===== src/rtl/USBPkg.sv =====
// Shared USB transaction constants: packet identifiers and transaction FSM state encodings.
package USBPkg;

    localparam logic [3:0] PID_OUT   = 4'b0001;
    localparam logic [3:0] PID_IN    = 4'b1001;
    localparam logic [3:0] PID_DATA0 = 4'b0011;
    localparam logic [3:0] PID_DATA1 = 4'b1011;
    localparam logic [3:0] PID_ACK   = 4'b0010;
    localparam logic [3:0] PID_NAK   = 4'b1010;
    localparam logic [3:0] PID_STALL = 4'b1110;

    typedef logic [2:0] state_t;

    localparam state_t ST_IDLE      = 3'd0;
    localparam state_t ST_TOKEN     = 3'd1;
    localparam state_t ST_DATA      = 3'd2;
    localparam state_t ST_WAIT_HS   = 3'd3;
    localparam state_t ST_WAIT_DATA = 3'd4;
    localparam state_t ST_SEND_HS   = 3'd5;
    localparam state_t ST_DONE      = 3'd6;

endpackage


===== src/rtl/usb_xact_timer.sv =====
// Response timeout counter: cleared while not waiting, counts each waiting cycle and
// flags expiry once TIMEOUT waiting cycles have elapsed.
module usb_xact_timer #(
    parameter int unsigned TIMEOUT = 255
) (
    input  logic i_clock,
    input  logic i_reset_n,
    input  logic i_clear,
    input  logic i_enable,
    output logic o_expired
);

    localparam logic [15:0] LP_LAST = 16'(TIMEOUT - 1);

    logic [15:0] r_count;

    always_ff @(posedge i_clock) begin
        if (!i_reset_n || i_clear) begin
            r_count <= '0;
        end else if (i_enable && !o_expired) begin
            r_count <= r_count + 16'd1;
        end
    end

    // Expiry on the TIMEOUT-th waiting cycle, counting the entry cycle as the first.
    assign o_expired = i_enable && (r_count == LP_LAST);

endmodule


===== src/rtl/usb_host_xact.sv =====
// Host-side USB transaction engine: token, optional data, handshake, per-endpoint data
// toggles, retries on NAK / timeout / bad CRC and STALL termination.
module usb_host_xact
    import USBPkg::*;
#(
    parameter int unsigned DATA_BYTES = 8,
    parameter int unsigned MAX_RETRY  = 3,
    parameter int unsigned TIMEOUT    = 255
) (
    input  logic                      i_clock,
    input  logic                      i_reset_n,
    input  logic                      i_start,
    input  logic                      i_is_read,
    input  logic [6:0]                i_addr,
    input  logic [3:0]                i_endp,
    input  logic [8*DATA_BYTES-1:0]   i_wr_data,
    output logic                      o_busy,
    output logic                      o_done,
    output logic                      o_success,
    output logic [8*DATA_BYTES-1:0]   o_rd_data,
    output logic                      o_tx_valid,
    input  logic                      i_tx_ready,
    output logic [3:0]                o_tx_pid,
    output logic [6:0]                o_tx_addr,
    output logic [3:0]                o_tx_endp,
    output logic [8*DATA_BYTES-1:0]   o_tx_payload,
    input  logic                      i_rx_valid,
    input  logic [3:0]                i_rx_pid,
    input  logic [8*DATA_BYTES-1:0]   i_rx_payload,
    input  logic                      i_rx_crc_ok
);

    localparam int unsigned LP_W         = 8 * DATA_BYTES;
    localparam logic [3:0]  LP_MAX_RETRY = 4'(MAX_RETRY);

    state_t          r_state;
    logic            r_is_read;
    logic [6:0]      r_addr;
    logic [3:0]      r_endp;
    logic [LP_W-1:0] r_wr_data;
    logic [3:0]      r_retry_cnt;
    logic [15:0]     r_toggle;
    logic [LP_W-1:0] r_rd_data;
    logic            r_success;
    logic            r_wrong_tgl;

    state_t          w_state_nxt;
    logic [3:0]      w_retry_nxt;
    logic [15:0]     w_toggle_nxt;
    logic [LP_W-1:0] w_rd_data_nxt;
    logic            w_success_nxt;
    logic            w_wrong_nxt;
    logic            w_do_retry;
    logic            w_in_wait;
    logic            w_expired;
    logic            w_rx_is_data;
    logic            w_tgl_match;

    assign w_in_wait    = (r_state == ST_WAIT_HS) || (r_state == ST_WAIT_DATA);
    assign w_rx_is_data = (i_rx_pid == PID_DATA0) || (i_rx_pid == PID_DATA1);
    assign w_tgl_match  = ((i_rx_pid == PID_DATA1) == r_toggle[r_endp]);

    usb_xact_timer #(
        .TIMEOUT (TIMEOUT)
    ) u_timer (
        .i_clock   (i_clock),
        .i_reset_n (i_reset_n),
        .i_clear   (!w_in_wait),
        .i_enable  (w_in_wait),
        .o_expired (w_expired)
    );

    always_comb begin
        w_state_nxt   = r_state;
        w_retry_nxt   = r_retry_cnt;
        w_toggle_nxt  = r_toggle;
        w_rd_data_nxt = r_rd_data;
        w_success_nxt = r_success;
        w_wrong_nxt   = r_wrong_tgl;
        w_do_retry    = 1'b0;
        case (r_state)
            ST_IDLE: begin
                if (i_start) begin
                    w_state_nxt   = ST_TOKEN;
                    w_retry_nxt   = '0;
                    w_success_nxt = 1'b0;
                    w_wrong_nxt   = 1'b0;
                end
            end
            ST_TOKEN: begin
                if (i_tx_ready) w_state_nxt = r_is_read ? ST_WAIT_DATA : ST_DATA;
            end
            ST_DATA: begin
                if (i_tx_ready) w_state_nxt = ST_WAIT_HS;
            end
            ST_WAIT_HS: begin
                if (i_rx_valid && !i_rx_crc_ok) begin
                    w_do_retry = 1'b1;
                end else if (i_rx_valid && i_rx_pid == PID_ACK) begin
                    w_toggle_nxt[r_endp] = ~r_toggle[r_endp];
                    w_success_nxt        = 1'b1;
                    w_state_nxt          = ST_DONE;
                end else if (i_rx_valid && i_rx_pid == PID_NAK) begin
                    w_do_retry = 1'b1;
                end else if (i_rx_valid && i_rx_pid == PID_STALL) begin
                    w_success_nxt = 1'b0;
                    w_state_nxt   = ST_DONE;
                end else if (w_expired) begin
                    w_do_retry = 1'b1;
                end
            end
            ST_WAIT_DATA: begin
                if (i_rx_valid && !i_rx_crc_ok) begin
                    w_do_retry = 1'b1;
                end else if (i_rx_valid && w_rx_is_data) begin
                    w_state_nxt = ST_SEND_HS;
                    if (w_tgl_match) begin
                        w_rd_data_nxt        = i_rx_payload;
                        w_toggle_nxt[r_endp] = ~r_toggle[r_endp];
                        w_success_nxt        = 1'b1;
                        w_wrong_nxt          = 1'b0;
                    end else begin
                        // Device missed our previous ACK: acknowledge, drop data, ask again.
                        w_wrong_nxt = 1'b1;
                    end
                end else if (i_rx_valid && i_rx_pid == PID_NAK) begin
                    w_do_retry = 1'b1;
                end else if (i_rx_valid && i_rx_pid == PID_STALL) begin
                    w_success_nxt = 1'b0;
                    w_state_nxt   = ST_DONE;
                end else if (w_expired) begin
                    w_do_retry = 1'b1;
                end
            end
            ST_SEND_HS: begin
                if (i_tx_ready) begin
                    if (r_wrong_tgl) begin
                        w_wrong_nxt = 1'b0;
                        w_do_retry  = 1'b1;
                    end else begin
                        w_state_nxt = ST_DONE;
                    end
                end
            end
            ST_DONE: w_state_nxt = ST_IDLE;
            default: w_state_nxt = ST_IDLE;
        endcase

        if (w_do_retry) begin
            if (r_retry_cnt < LP_MAX_RETRY) begin
                w_retry_nxt = r_retry_cnt + 4'd1;
                w_state_nxt = ST_TOKEN;
            end else begin
                w_success_nxt = 1'b0;
                w_state_nxt   = ST_DONE;
            end
        end
    end

    always_ff @(posedge i_clock) begin
        if (!i_reset_n) begin
            r_state     <= ST_IDLE;
            r_is_read   <= 1'b0;
            r_addr      <= '0;
            r_endp      <= '0;
            r_wr_data   <= '0;
            r_retry_cnt <= '0;
            r_toggle    <= '0;
            r_rd_data   <= '0;
            r_success   <= 1'b0;
            r_wrong_tgl <= 1'b0;
        end else begin
            r_state     <= w_state_nxt;
            r_retry_cnt <= w_retry_nxt;
            r_toggle    <= w_toggle_nxt;
            r_rd_data   <= w_rd_data_nxt;
            r_success   <= w_success_nxt;
            r_wrong_tgl <= w_wrong_nxt;
            if (r_state == ST_IDLE && i_start) begin
                r_is_read <= i_is_read;
                r_addr    <= i_addr;
                r_endp    <= i_endp;
                r_wr_data <= i_wr_data;
            end
        end
    end

    always_comb begin
        o_tx_valid   = 1'b0;
        o_tx_pid     = '0;
        o_tx_payload = '0;
        case (r_state)
            ST_TOKEN: begin
                o_tx_valid = 1'b1;
                o_tx_pid   = r_is_read ? PID_IN : PID_OUT;
            end
            ST_DATA: begin
                o_tx_valid   = 1'b1;
                o_tx_pid     = r_toggle[r_endp] ? PID_DATA1 : PID_DATA0;
                o_tx_payload = r_wr_data;
            end
            ST_SEND_HS: begin
                o_tx_valid = 1'b1;
                o_tx_pid   = PID_ACK;
            end
            default: begin
                o_tx_valid = 1'b0;
            end
        endcase
    end

    assign o_tx_addr = r_addr;
    assign o_tx_endp = r_endp;
    assign o_busy    = (r_state != ST_IDLE);
    assign o_done    = (r_state == ST_DONE);
    assign o_success = r_success;
    assign o_rd_data = r_rd_data;

endmodule


===== config.mk =====
export PLATFORM = sky130hd
export DESIGN_NAME = usb_host_xact
export DESIGN_NICKNAME = d
export VERILOG_FILES = /design/src/rtl/USBPkg.sv /design/src/rtl/usb_xact_timer.sv /design/src/rtl/usb_host_xact.sv
export SDC_FILE = /design/constraint.sdc
export NUM_CORES = 1
export LEC_CHECK = 0
export ABC_AREA = 1
export ABC_CLOCK_PERIOD_IN_PS = 2400
export CAP_MARGIN = 20
export CORE_UTILIZATION = 44
export DETAILED_ROUTE_END_ITERATION = 10
export PLACE_DENSITY = 0.8
export SETUP_SLACK_MARGIN = 0.4
export SYNTH_ARGS = -nofsm -noshare
export SYNTH_HDL_FRONTEND = slang
export SYNTH_SLANG_ARGS = --single-unit

===== constraint.sdc =====
create_clock -name i_clock -period 2.4 [get_ports i_clock]
set_input_delay 0.36 -clock i_clock [delete_from_list [all_inputs] [get_ports i_clock]]
set_output_delay 0.36 -clock i_clock [all_outputs]
set_load 0.02 [all_outputs]

==> results by group, run 1 <==
Status
  • Status: finished clean

Synth
  • Asr flop ratio synth: 0
  • Warnings from Yosys: 0
  • Area leader, netlist: dfxtp_1
  • Count leader, synth: nor2_1
  • Register bit total from synthesis: between 150 and 200
  • Post-synthesis cell type count: between 40 and 50
  • Cells after Synth: approximately 1.1k
  • Seq/Total Area, Yosys: 0.461
  • Mapped Area: 0.00786 mm^2
  • Avg Inst Size Synth: between 7 and 8 um^2
  • Top cells by area, synth: dfxtp_1 (46%), nor2_1 (13%), nand2_1 (6.6%)
  • Post-synth net total: approximately 1.3k
  • List of most frequent post-synthesis cells: nor2_1 (270), dfxtp_1 (181), nand2_1 (138)
  • Area share of the largest cell type after synthesis: 0.461
  • Synth Flop Type: dfxtp_1
  • Number of synthesized flops with an enable pin: 0

Place
  • Placer Congestion: around 0.9
  • Post-DP Area: about 0.011 mm^2
  • Post-Place Cells: about 1.6k
  • IO Port Bufs: around 300
  • Final HPWL DP: around 16000 um

Pwr
  • Clk pwr share: 0.319
  • Pleak: 0.00496 uW
  • Sw frac: 0.321
  • Part of the power in registers: 0.383
  • Worst vdd ir: 528 uV
  • NetSw: between 3000 and 4000 uW
  • Logic pwr share: 0.299
  • Int Pwr: ~6400 uW
  • Power Density: 772 mW/mm^2
  • Final total power: about 9400 uW

Floorplanning
  • Area of the die: ~0.018 mm^2
  • Die H: around 140 um
  • Rows: 48
  • Die W: between 100 and 150 um
  • Core footprint: about 0.017 mm^2
  • Starting Density: 0.453
  • I/O Pins: 297

Routing
  • Met3 routed WL: slightly above 2000 um
  • Vias per cell: just over 5
  • Detailed-route via count: ~8.3k
  • DRT met1 WL: about 10000 um
  • DRT Pass-1 Iters: 7
  • Iter 0 DRT Violations: 519
  • Routed len/inst: about 15 um
  • DR top layer: met4
  • Metal2 WL: around 12000 um
  • Remaining DRCs: 0
  • Final wirelength: roughly 25000 um
  • Antenna Nets Post-Route: 0

Cells and area
  • Total Nets Final: 1567
  • Finished Layout Cells: approximately 1.7k
  • Fin area: about 0.012 mm^2
  • Layout area overhead: 54.5%
  • # diodes: 0
  • Share of layout cells above drive strength 1: 0.164

Timing
  • Final hold viol count: 0
  • RSZ-0062 raised after global routing: true
  • Max-slew violations: 0
  • Fmax: between 400 and 500 MHz
  • Slew margin rel.: 0.647
  • Final Cycle Share: 0.888
  • Final setup violation count: 0
  • Clock Skew: 0.00912 ns
  • Worst Tran Pin Value: roughly 0.53 ns
  • Fin crit period: between 2 and 2.5 ns
  • Setup TNS: 0 ns
  • Hold slack: slightly above 0.4 ns

Clock tree
  • CTS tree: yes
  • Num CTS Buffers: 17
  • CTS Root Cell: clkbuf_16
  • CTS Buffer Depth: 2
  • Clk_lat worst skew: roughly 0.43 ns
  • H-tree Lvls: 4
  • Clock sink count: roughly 180
  • CTS clk-pin slew, worst paths: 0.07 ns

Global routing
  • Vias in the first global route: 7329
  • Grt ovf: 0
  • All-layer global routing usage: 0.241
  • Initial antenna violation count: 0
  • Global-route wire length before repair: between 30000 and 40000 um
  • Largest net degree at the start of global routing: approximately 120

Worst setup path
  • Startpoint Class: flop
  • Data arrival, critical path: 1.77 ns
  • CP required: ~2 ns
  • CP endpoint kind: output port
  • Critical path fanouts, max: 7
  • Crit Path Class: reg -> out

Hold path
  • Hold crit path type: in -> reg

Flow run
  • Max cap viols: 0
logic make-up after synthesis:
| kind of cell | after synthesis | synth area share |
|---|---|---|
| fa+ha+maj | 3 | 0.00478 |
| simple gates | 472 | 0.249 |
| flops | 181 | 0.461 |
| other cells | 1 | 0.000477 |
| compound gates | 256 | 0.167 |
| buf+inv | 191 | 0.109 |
| xor+xnor | 8 | 0.00891 |
per-stage QoR:
step / worst slack, ns / util
floorplan: 0.420 / -
global placement: 0.141 / 0.634
detailed placement: 0.0852 / 0.634
CTS: 0.240 / 0.662
global route: 0.180 / 0.700
finish: 0.270 / 0.700
cell usage in the layout (no fill, tap or decap), drive strengths merged, types with 3 or more instances in the layout:
| cell | Yosys | layout |
|---|---|---|
| nand2 | 145 | 145 |
| buf | 34 | 100 |
| inv | 128 | 129 |
| nor2 | 274 | 274 |
| clkdlybuf4s50 | 0 | 224 |
| bufinv | 0 | 4 |
| clkbuf | 29 | 33 |
| xor2 | 5 | 5 |
| clkdlybuf4s15 | 0 | 10 |
| o21ai | 156 | 156 |
| ha | 3 | 3 |
| nand3 | 16 | 17 |
| xnor2 | 3 | 3 |
| nand4 | 26 | 26 |
| dfxtp | 181 | 181 |
| nor3 | 8 | 8 |
| a21oi | 94 | 94 |
power groups by stage:
stage / Sequential (uW) / Clock, uW / Combinational, uW
2_1_floorplan: 3660 / 0 / 1430
3_3_place_gp: 3620 / 0 / 2500
3_5_place_dp: 3630 / 0 / 2520
4_1_cts: 3560 / 3030 / 2550
5_1_grt: 3630 / 3170 / 3060
6_report: 3580 / 2990 / 2800
worst paths after layout:
| path | start | to | slack (ns) | cells after the start |
|---|---|---|---|---|
| max reg2reg | o_tx_endp[0] | o_rd_data[18] | 0.40 | 15 |
| min | i_reset_n | u_timer.r_count[7] | 0.41 | 3 |
| min reg2reg | r_wr_data[40] | r_wr_data[40] | 0.45 | 2 |
| max | o_tx_endp[0] | o_tx_pid[3] | 0.27 | 10 |
registers in the layout, indices dropped and copies added (netlist names):
name,cells
o_tx_endp,4
r_is_read,1
o_rd_data,64
r_wrong_tgl,1
o_tx_addr,7
o_success,1
r_state,3
u_timer.r_count,16
r_retry_cnt,4
r_toggle,16
r_wr_data,64
metal layers:
| metal | GRT usage | vias up |
|---|---|---|
| met2 | 0.401 | 362 |
| met1 | 0.288 | 3756 |
| met4 | 0.102 | 0 |
| met3 | 0.0730 | 71 |
| li1 | - | 4138 |
| met5 | 0 | - |
worst max-delay path, cell delays in order (launching register included):
cell and delay [ns]:
dfxtp_4 0.41, buf_6 0.14, nand2_1 0.05, nand2_1 0.05
nand2_1 0.04, nand2_1 0.07, nand2_2 0.07, nand2_4 0.12
nor2_8 0.06, o21ai_2 0.17, buf_6 0.15
cell type report:
type	instances	area (um^2)
Fill cell	1408	5210
Multi-Input combinational cell	741	3640
Sequential cell	181	3640
Timing Repair Buffer	345	3460
Inverter	128	495
Clock buffer	23	478
Tap cell	225	282
Clock inverter	7	145
repair_timing:
| action | CTS | global route |
|---|---|---|
| hold buffers | 0 | 0 |
| pin swaps | 2 | 15 |
| gates cloned | 1 | 14 |
| resized for setup | 266 | 135 |
| endpoints found under the setup margin | 136 | 199 |
| hold endpoints to repair | 0 | 0 |
| setup buffers | 2 | 8 |
(Power assumes the default switching activity.)
==> run 2: changes to the inputs <==
--- a/config.mk
+++ b/config.mk
@@ -12,6 +12,7 @@
 export DETAILED_ROUTE_END_ITERATION = 10
 export PLACE_DENSITY = 0.8
 export SETUP_SLACK_MARGIN = 0.4
+export SLEW_MARGIN = 0
 export SYNTH_ARGS = -nofsm -noshare
 export SYNTH_HDL_FRONTEND = slang
 export SYNTH_SLANG_ARGS = --single-unit
==> results of run 2 <==
No change in the layout: final DEF, timing and power equal those of run 1.
==> run 3: changes to the inputs <==
--- a/config.mk
+++ b/config.mk
@@ -12,7 +12,7 @@
 export DETAILED_ROUTE_END_ITERATION = 10
 export PLACE_DENSITY = 0.8
 export SETUP_SLACK_MARGIN = 0.4
-export SLEW_MARGIN = 0
+export SLEW_MARGIN = 10
 export SYNTH_ARGS = -nofsm -noshare
 export SYNTH_HDL_FRONTEND = slang
 export SYNTH_SLANG_ARGS = --single-unit
==> results of run 3 <==
No change in the layout: final DEF, timing and power equal those of run 1.
